`config.mk`:
```
export PLATFORM = sky130hd
export DESIGN_NAME = dac_perturb_sequencer
export DESIGN_NICKNAME = d
export VERILOG_FILES = /design/src/rtl/dac_perturb_sequencer_pkg.sv /design/src/rtl/dac_perturb_sequencer_lfsr.sv /design/src/rtl/dac_perturb_sequencer.sv
export SDC_FILE = /design/constraint.sdc
export NUM_CORES = 1
export LEC_CHECK = 0
export CAP_MARGIN = 20
export CORE_UTILIZATION = 56
export DETAILED_ROUTE_END_ITERATION = 10
export HOLD_SLACK_MARGIN = 0.02
export PLACE_DENSITY = 0.8
export SYNTH_ARGS = -nofsm -noshare
export SYNTH_HDL_FRONTEND = slang
export SYNTH_HIERARCHICAL = 1
export SYNTH_SLANG_ARGS = --single-unit
```
`constraint.sdc`:
```
create_clock -name ADC_CLK -period 8.1 [get_ports ADC_CLK]
set_input_delay 1.62 -clock ADC_CLK [delete_from_list [all_inputs] [get_ports ADC_CLK]]
set_output_delay 1.62 -clock ADC_CLK [all_outputs]
set_load 0.02 [all_outputs]
```
`src/rtl/dac_perturb_sequencer_pkg.sv`:
```
// Shared types and helpers for the SPGD DAC perturbation path:
// FSM encoding, sign-LFSR constants and DAC-code saturation.
package dac_perturb_sequencer_pkg;

  localparam int DAC_W  = 14;
  localparam int LFSR_W = 16;

  localparam logic [LFSR_W-1:0] LFSR_TAP_MASK = 16'hB400;
  localparam logic [LFSR_W-1:0] LFSR_DEFAULT  = 16'hACE1;

  localparam logic signed [DAC_W+1:0] SAT_MAX = (DAC_W+2)'(2**(DAC_W-1) - 1);
  localparam logic signed [DAC_W+1:0] SAT_MIN = (DAC_W+2)'(-(2**(DAC_W-1)));

  typedef enum logic [2:0] {
    ST_IDLE,
    ST_SETTLE_P,
    ST_HOLD_P,
    ST_SETTLE_M,
    ST_HOLD_M,
    ST_FIN
  } state_t;

  // Clamp a two-guard-bit intermediate sum to the signed DAC code range.
  function automatic logic [DAC_W-1:0] sat_dac(input logic signed [DAC_W+1:0] v);
    if (v > SAT_MAX) return SAT_MAX[DAC_W-1:0];
    if (v < SAT_MIN) return SAT_MIN[DAC_W-1:0];
    return v[DAC_W-1:0];
  endfunction

endpackage

```
`src/rtl/dac_perturb_sequencer_lfsr.sv`:
```
// Galois sign generator for SPGD perturbations: right shift, tap mask
// applied when the shifted-out bit is 1; a zero seed is never loaded.
module spgd_sign_lfsr
  import dac_perturb_sequencer_pkg::*;
#(
  parameter int                LFSR_WIDTH   = LFSR_W,
  parameter logic [LFSR_W-1:0] SEED_DEFAULT = dac_perturb_sequencer_pkg::LFSR_DEFAULT
) (
  input  logic                  i_clk,
  input  logic                  i_rst_n,
  input  logic                  i_load,
  input  logic [LFSR_WIDTH-1:0] i_seed,
  input  logic                  i_step,
  output logic                  o_bit,
  output logic [LFSR_WIDTH-1:0] o_state
);

  logic [LFSR_WIDTH-1:0] r_lfsr;
  logic [LFSR_WIDTH-1:0] w_next;

  assign w_next  = (r_lfsr >> 1) ^ (r_lfsr[0] ? LFSR_TAP_MASK : '0);
  assign o_bit   = r_lfsr[0];
  assign o_state = r_lfsr;

  always_ff @(posedge i_clk or negedge i_rst_n) begin
    if (!i_rst_n) begin
      r_lfsr <= SEED_DEFAULT;
    end else if (i_load) begin
      r_lfsr <= (i_seed == '0) ? SEED_DEFAULT : i_seed;
    end else if (i_step) begin
      r_lfsr <= w_next;
    end
  end

endmodule

```
`src/rtl/dac_perturb_sequencer.sv`:
```
// Drives BASE+s*DELTA then BASE-s*DELTA, each with a settle and a hold
// interval; AVE_EN frames the holds so the ADC averager sees settled data.
module dac_perturb_sequencer
  import dac_perturb_sequencer_pkg::*;
#(
  parameter int                DAC_WIDTH    = DAC_W,
  parameter int                CNT_WIDTH    = 32,
  parameter int                LFSR_WIDTH   = LFSR_W,
  parameter logic [LFSR_W-1:0] LFSR_DEFAULT = dac_perturb_sequencer_pkg::LFSR_DEFAULT
) (
  input  logic                  ADC_CLK,
  input  logic                  ADC_RSTN,
  input  logic                  START,
  input  logic                  ABORT,
  input  logic [CNT_WIDTH-1:0]  TIMER_OFFSET,
  input  logic [CNT_WIDTH-1:0]  TIME_VALUE,
  input  logic [DAC_WIDTH-1:0]  BASE_CODE,
  input  logic [DAC_WIDTH-1:0]  DELTA_CODE,
  input  logic [LFSR_WIDTH-1:0] SEED,
  input  logic                  SEED_LOAD,
  output logic [DAC_WIDTH-1:0]  DAC_CODE_OUT,
  output logic                  AVE_EN,
  output logic                  PHASE,
  output logic                  SIGN,
  output logic                  BUSY,
  output logic                  DONE,
  output state_t                DBG_STATE,
  output logic [LFSR_WIDTH-1:0] DBG_LFSR
);

  localparam logic [CNT_WIDTH-1:0] ONE = CNT_WIDTH'(1);

  state_t                 r_state;
  logic [CNT_WIDTH-1:0]   r_offset, r_time, r_cnt;
  logic [DAC_WIDTH-1:0]   r_base, r_delta, r_dac;
  logic                   r_ave, r_phase, r_sign, r_busy, r_done;

  logic                   w_lfsr_bit, w_seed_load, w_step;
  logic [CNT_WIDTH-1:0]   w_time_in;
  logic signed [DAC_WIDTH+1:0] w_base_in, w_delta_in, w_base_lat, w_delta_lat;
  logic signed [DAC_WIDTH+1:0] w_sum_p, w_sum_m;
  logic [DAC_WIDTH-1:0]   w_code_p, w_code_m;

  // START is a one-cycle request honoured only in IDLE with ABORT low; there
  // is no back-pressure, a request seen while BUSY is simply dropped.
  assign w_seed_load = SEED_LOAD && (r_state == ST_IDLE);
  assign w_step      = (r_state == ST_FIN) && !ABORT;
  assign w_time_in   = (TIME_VALUE == '0) ? ONE : TIME_VALUE;

  assign w_base_in   = {{2{BASE_CODE[DAC_WIDTH-1]}}, BASE_CODE};
  assign w_delta_in  = {2'b00, DELTA_CODE};
  assign w_base_lat  = {{2{r_base[DAC_WIDTH-1]}}, r_base};
  assign w_delta_lat = {2'b00, r_delta};
  assign w_sum_p     = w_lfsr_bit ? (w_base_in - w_delta_in) : (w_base_in + w_delta_in);
  assign w_sum_m     = r_sign ? (w_base_lat + w_delta_lat) : (w_base_lat - w_delta_lat);
  assign w_code_p    = sat_dac(w_sum_p);
  assign w_code_m    = sat_dac(w_sum_m);

  spgd_sign_lfsr #(
    .LFSR_WIDTH   (LFSR_WIDTH),
    .SEED_DEFAULT (LFSR_DEFAULT)
  ) u_lfsr (
    .i_clk   (ADC_CLK),
    .i_rst_n (ADC_RSTN),
    .i_load  (w_seed_load),
    .i_seed  (SEED),
    .i_step  (w_step),
    .o_bit   (w_lfsr_bit),
    .o_state (DBG_LFSR)
  );

  always_ff @(posedge ADC_CLK or negedge ADC_RSTN) begin
    if (!ADC_RSTN) begin
      r_state  <= ST_IDLE;
      r_offset <= '0;
      r_time   <= '0;
      r_cnt    <= '0;
      r_base   <= '0;
      r_delta  <= '0;
      r_dac    <= '0;
      r_ave    <= 1'b0;
      r_phase  <= 1'b0;
      r_sign   <= 1'b0;
      r_busy   <= 1'b0;
      r_done   <= 1'b0;
    end else if (ABORT) begin
      if (r_state != ST_IDLE) begin
        r_state <= ST_IDLE;
        r_dac   <= r_base;
        r_ave   <= 1'b0;
        r_phase <= 1'b0;
        r_busy  <= 1'b0;
        r_done  <= 1'b0;
      end
    end else begin
      case (r_state)
        ST_IDLE: begin
          r_done <= 1'b0;
          if (START) begin
            r_offset <= TIMER_OFFSET;
            r_time   <= w_time_in;
            r_base   <= BASE_CODE;
            r_delta  <= DELTA_CODE;
            r_sign   <= w_lfsr_bit;
            r_dac    <= w_code_p;
            r_phase  <= 1'b0;
            r_busy   <= 1'b1;
            if (TIMER_OFFSET == '0) begin
              r_state <= ST_HOLD_P;
              r_cnt   <= w_time_in - ONE;
              r_ave   <= 1'b1;
            end else begin
              r_state <= ST_SETTLE_P;
              r_cnt   <= TIMER_OFFSET - ONE;
            end
          end
        end
        ST_SETTLE_P, ST_SETTLE_M: begin
          if (r_cnt == '0) begin
            r_state <= (r_state == ST_SETTLE_P) ? ST_HOLD_P : ST_HOLD_M;
            r_cnt   <= r_time - ONE;
            r_ave   <= 1'b1;
          end else begin
            r_cnt <= r_cnt - ONE;
          end
        end
        ST_HOLD_P: begin
          if (r_cnt == '0) begin
            r_dac   <= w_code_m;
            r_phase <= 1'b1;
            // With no settle interval the averaging window runs straight on.
            if (r_offset == '0) begin
              r_state <= ST_HOLD_M;
              r_cnt   <= r_time - ONE;
            end else begin
              r_state <= ST_SETTLE_M;
              r_cnt   <= r_offset - ONE;
              r_ave   <= 1'b0;
            end
          end else begin
            r_cnt <= r_cnt - ONE;
          end
        end
        ST_HOLD_M: begin
          if (r_cnt == '0) begin
            r_state <= ST_FIN;
            r_dac   <= r_base;
            r_ave   <= 1'b0;
            r_done  <= 1'b1;
          end else begin
            r_cnt <= r_cnt - ONE;
          end
        end
        ST_FIN: begin
          r_state <= ST_IDLE;
          r_done  <= 1'b0;
          r_busy  <= 1'b0;
          r_phase <= 1'b0;
        end
        default: begin
          r_state <= ST_IDLE;
          r_busy  <= 1'b0;
          r_ave   <= 1'b0;
          r_done  <= 1'b0;
        end
      endcase
    end
  end

  assign DAC_CODE_OUT = r_dac;
  assign AVE_EN       = r_ave;
  assign PHASE        = r_phase;
  assign SIGN         = r_sign;
  assign BUSY         = r_busy;
  assign DONE         = r_done;
  assign DBG_STATE    = r_state;

endmodule

```
==> results.sh <==
export IMPL_max_freq_mhz=175
export IMPL_cellLeakagePower_nw=6.18
export IMPL_ys_types=85
export IMPL_start_util=0.570
export IMPL_grt_setup_unrepaired="no"
export IMPL_netlist_area_sq_um=12900
export IMPL_coreArea_sq_um=22600
export IMPL_crit_chain="clkdlybuf4s50_1 > or4_1 > or3_1 > nor4_4 > buf_4 > a21oi_1 > ha_1 > nor4b_1 > buf_4 > nand2_1 > or4_1 > nor3_1 > nor3b_1 > nand3_1 > xnor2_1 > o221ai_1"
export IMPL_die_area_sq_um=23700
export IMPL_place_congestion=0.974
export IMPL_first_pass_iters=7
export IMPL_slowest_delay_ns=0.62
export IMPL_vias_per_cell=6.50
export IMPL_clk_pin_slew_worst_paths_ns=0.07
export IMPL_final_hold_violation_count=0
export IMPL_min_to="AVE_EN$_DFFE_PN0P_"
export IMPL_dp_hpwl_um=32000
export IMPL_synth_edf_count=0
export IMPL_syn_nets=1863
export IMPL_r2r_end="DAC_CODE_OUT[6]$_DFFE_PN0P_"
export IMPL_area_growth_synth_to_final_pct=18.3
export IMPL_grt_max_degree=86
export IMPL_drc_errors=0
export IMPL_antenna_found_initial=0
export IMPL_ys_seq_area_frac=0.315
export IMPL_avgSynthCellArea_sq_um=7.56
export IMPL_setup_tns_ns=0
export IMPL_synth_seq_cells=162
export IMPL_yosys_warnings=6
export IMPL_hold_path_cell_count=2
export IMPL_diodes=0
export IMPL_async_flop_share=1.00
export IMPL_crit_path_end_kind="register"
export IMPL_worst_ep_arrival_time_ns=6.02
export IMPL_start_kind="primary input"
export IMPL_cts_resized=0
export IMPL_hold_path_class="reg -> reg"
export IMPL_wirelength_um=42900
export IMPL_worstMarginPinSlew_ns=0.923
export IMPL_crit_required_ns=8.39
export IMPL_period_needed_ns=5.73
export IMPL_insertion_delay_ns=0.45
export IMPL_timing_final_crit_share=0.707
export IMPL_place_area_sq_um=14600
export IMPL_drt_iter0_drc=1741
export IMPL_root_buffer="clkbuf_16"
export IMPL_dieHeight_um=154
export IMPL_maxSlewViolCount=0
export IMPL_status="finished clean"
export IMPL_synth_flop_cell="dfrtp_1"
export IMPL_grt_use_total=0.367
export IMPL_ir_drop_v=0.000235
export IMPL_p_total_mw=6.45
export IMPL_critPathKind="in -> reg"
export IMPL_cts_sinks=162
export IMPL_dp_slack_ns=2.09
export IMPL_netlist_instances=1708
export IMPL_clock_skew_ns=0.0145
export IMPL_drive_above_1_share=0.0600
export IMPL_placement_rows=55
export IMPL_cts_htree_levels=4
export IMPL_cts_tree="yes"
export IMPL_globalRouteOverflowTotal=0
export IMPL_reg2reg_slack_ns=3.50
export IMPL_r2r_cells=16
export IMPL_final_core_util=0.674
export IMPL_nNetsFinal=1974
export IMPL_setup_viol=0
export IMPL_grt_pass1_wl_um=68500
export IMPL_max_cap_violations=0
export IMPL_io_buffers=150
export IMPL_cts_hold_buf=0
export IMPL_die_x_um=154
export IMPL_wl_per_cell_um=20.3
export IMPL_grt_pass1_vias=12700
export IMPL_power_density_nw_per_um2=422
export IMPL_numCtsBuffers=17
export IMPL_drtAntennaViolNets=0
export IMPL_cts_setup_buffers=0
export IMPL_setup_slack_ns=2.37
export IMPL_slowest_stage="clkdlybuf4s50_1"
export IMPL_final_area_sq_um=15300
export IMPL_pin_count=151
export IMPL_cp_max_fo=43
export IMPL_vias=13800
export IMPL_cts_buffer_depth=2
export IMPL_hp_start="AVE_EN$_DFFE_PN0P_"
export IMPL_slew_headroom=0.380
export IMPL_crit_reg2reg_launch="r_delta[0]$_DFFE_PN0P_"
metrics by stage:
step | hold slack [ns] | instances
finish | 0.481 | 2117
global route | 0.519 | 2117
global placement | 0.464 | 2082
floorplan | 0.463 | 1708
CTS | 0.485 | 2114
detailed placement | 0.468 | 2082
area by class of cell:
class | instances | area (sq um)
multi-input cells | 1441 | 8440
fillers | 1970 | 7370
flip-flops and latches | 162 | 4060
repair buffers | 171 | 1700
clock buffers | 17 | 425
well taps | 285 | 357
clock inverters | 15 | 185
inverters | 26 | 97.6
power by group:
group          internal, mW  total (mW)  switching (mW)
clock                 0.446       0.856           0.410
combinational          1.55        3.87            2.32
sequential             1.22        1.72           0.503
total                  3.21        6.45            3.24
synth_stat cells (6+ instances only):
master	n	area (sq um)
ha_1	40	500
buf_2	18	90.1
dfstp_2	8	210
dfrtp_1	154	3850
o21ai_0	119	596
a31oi_1	13	81.3
mux2i_1	13	130
a211oi_1	14	105
a21oi_1	119	596
mux2_2	8	90.1
o31ai_1	9	67.6
a22oi_1	19	143
xnor2_1	79	692
o211ai_1	6	45.0
nor2_1	144	541
buf_1	7	26.3
or2_2	7	43.8
nor4_1	38	238
a21o_1	11	82.6
o32ai_1	6	52.6
nand2b_1	12	75.1
or4_1	22	165
nand4_1	10	62.6
inv_1	24	90.1
nand2_1	382	1430
nand3_1	26	130
and2_1	7	43.8
nor3_1	90	450
xor2_1	49	429
clkbuf_1	51	191
o22ai_1	26	163
and3_1	9	56.3
or3_1	39	244
o21ai_1	6	30.0
nor2b_1	7	43.8
a221oi_1	6	52.6
metal layers:
| metal | global-route usage | vias up | share of wire |
|---|---|---|---|
| li1 | - | 6372 | - |
| met1 | 0.530 | 6444 | 0.43 |
| met2 | 0.544 | 829 | 0.43 |
| met3 | 0.0755 | 106 | 0.12 |
| met4 | 0.125 | 0 | 0.029 |
| met5 | 0 | - | 0 |
cells in the final DEF (no fill, tap or decap), types with 13 or more instances in the layout:
master	n
a211oi_1	14
buf_4	18
o21ai_0	119
nor4_1	37
or4_1	22
xor2_1	49
nor3_1	90
a22oi_1	19
inv_1	24
ha_1	40
clkdlybuf4s50_1	149
nand2_1	381
nand3_1	26
xnor2_1	79
nor2_1	143
dfrtp_1	154
a31oi_1	13
or3_1	39
a21oi_1	118
clkbuf_16	17
mux2i_1	13
o22ai_1	26
critical path, delay by kind of cell:
family / cells / cell delay [ns]
xor+xnor: 1 / 0.21
buf+inv: 3 / 1.13
simple gates: 9 / 2.41
compound gates: 2 / 0.40
fa+ha+maj: 1 / 0.24
flip-flops by register name (all words and copies together) (netlist names):
register and cells:
r_cnt 32, DONE 1, u_lfsr/o_state 16, BUSY 1, DAC_CODE_OUT 14, r_offset 32, PHASE 1, r_base 14
r_delta 14, AVE_EN 1, SIGN 1, r_time 32, DBG_STATE 3
kinds of logic (layout without fill, tap and decap cells):
group,after synthesis,count (layout),synth area share
simple gates,821,821,0.296
compound gates,429,429,0.210
flops,162,162,0.315
xor+xnor,128,128,0.0869
buf+inv,105,229,0.0334
fa+ha+maj,42,42,0.0419
mux,21,21,0.0171
how the worst max path moves through the flow:
stage                     from                     endpoint  cells past startpoint
2_1_floorplan  TIMER_OFFSET[7]        r_cnt[28]$_DFFE_PN0P_                     16
3_3_place_gp     DELTA_CODE[0]  DAC_CODE_OUT[2]$_DFFE_PN0P_                     15
3_5_place_dp     DELTA_CODE[0]  DAC_CODE_OUT[2]$_DFFE_PN0P_                     15
4_1_cts        TIMER_OFFSET[5]        r_cnt[28]$_DFFE_PN0P_                     16
5_1_grt          DELTA_CODE[0]  DAC_CODE_OUT[4]$_DFFE_PN0P_                     16
6_report       TIMER_OFFSET[5]        r_cnt[28]$_DFFE_PN0P_                     16
(Power assumes the default switching activity.)
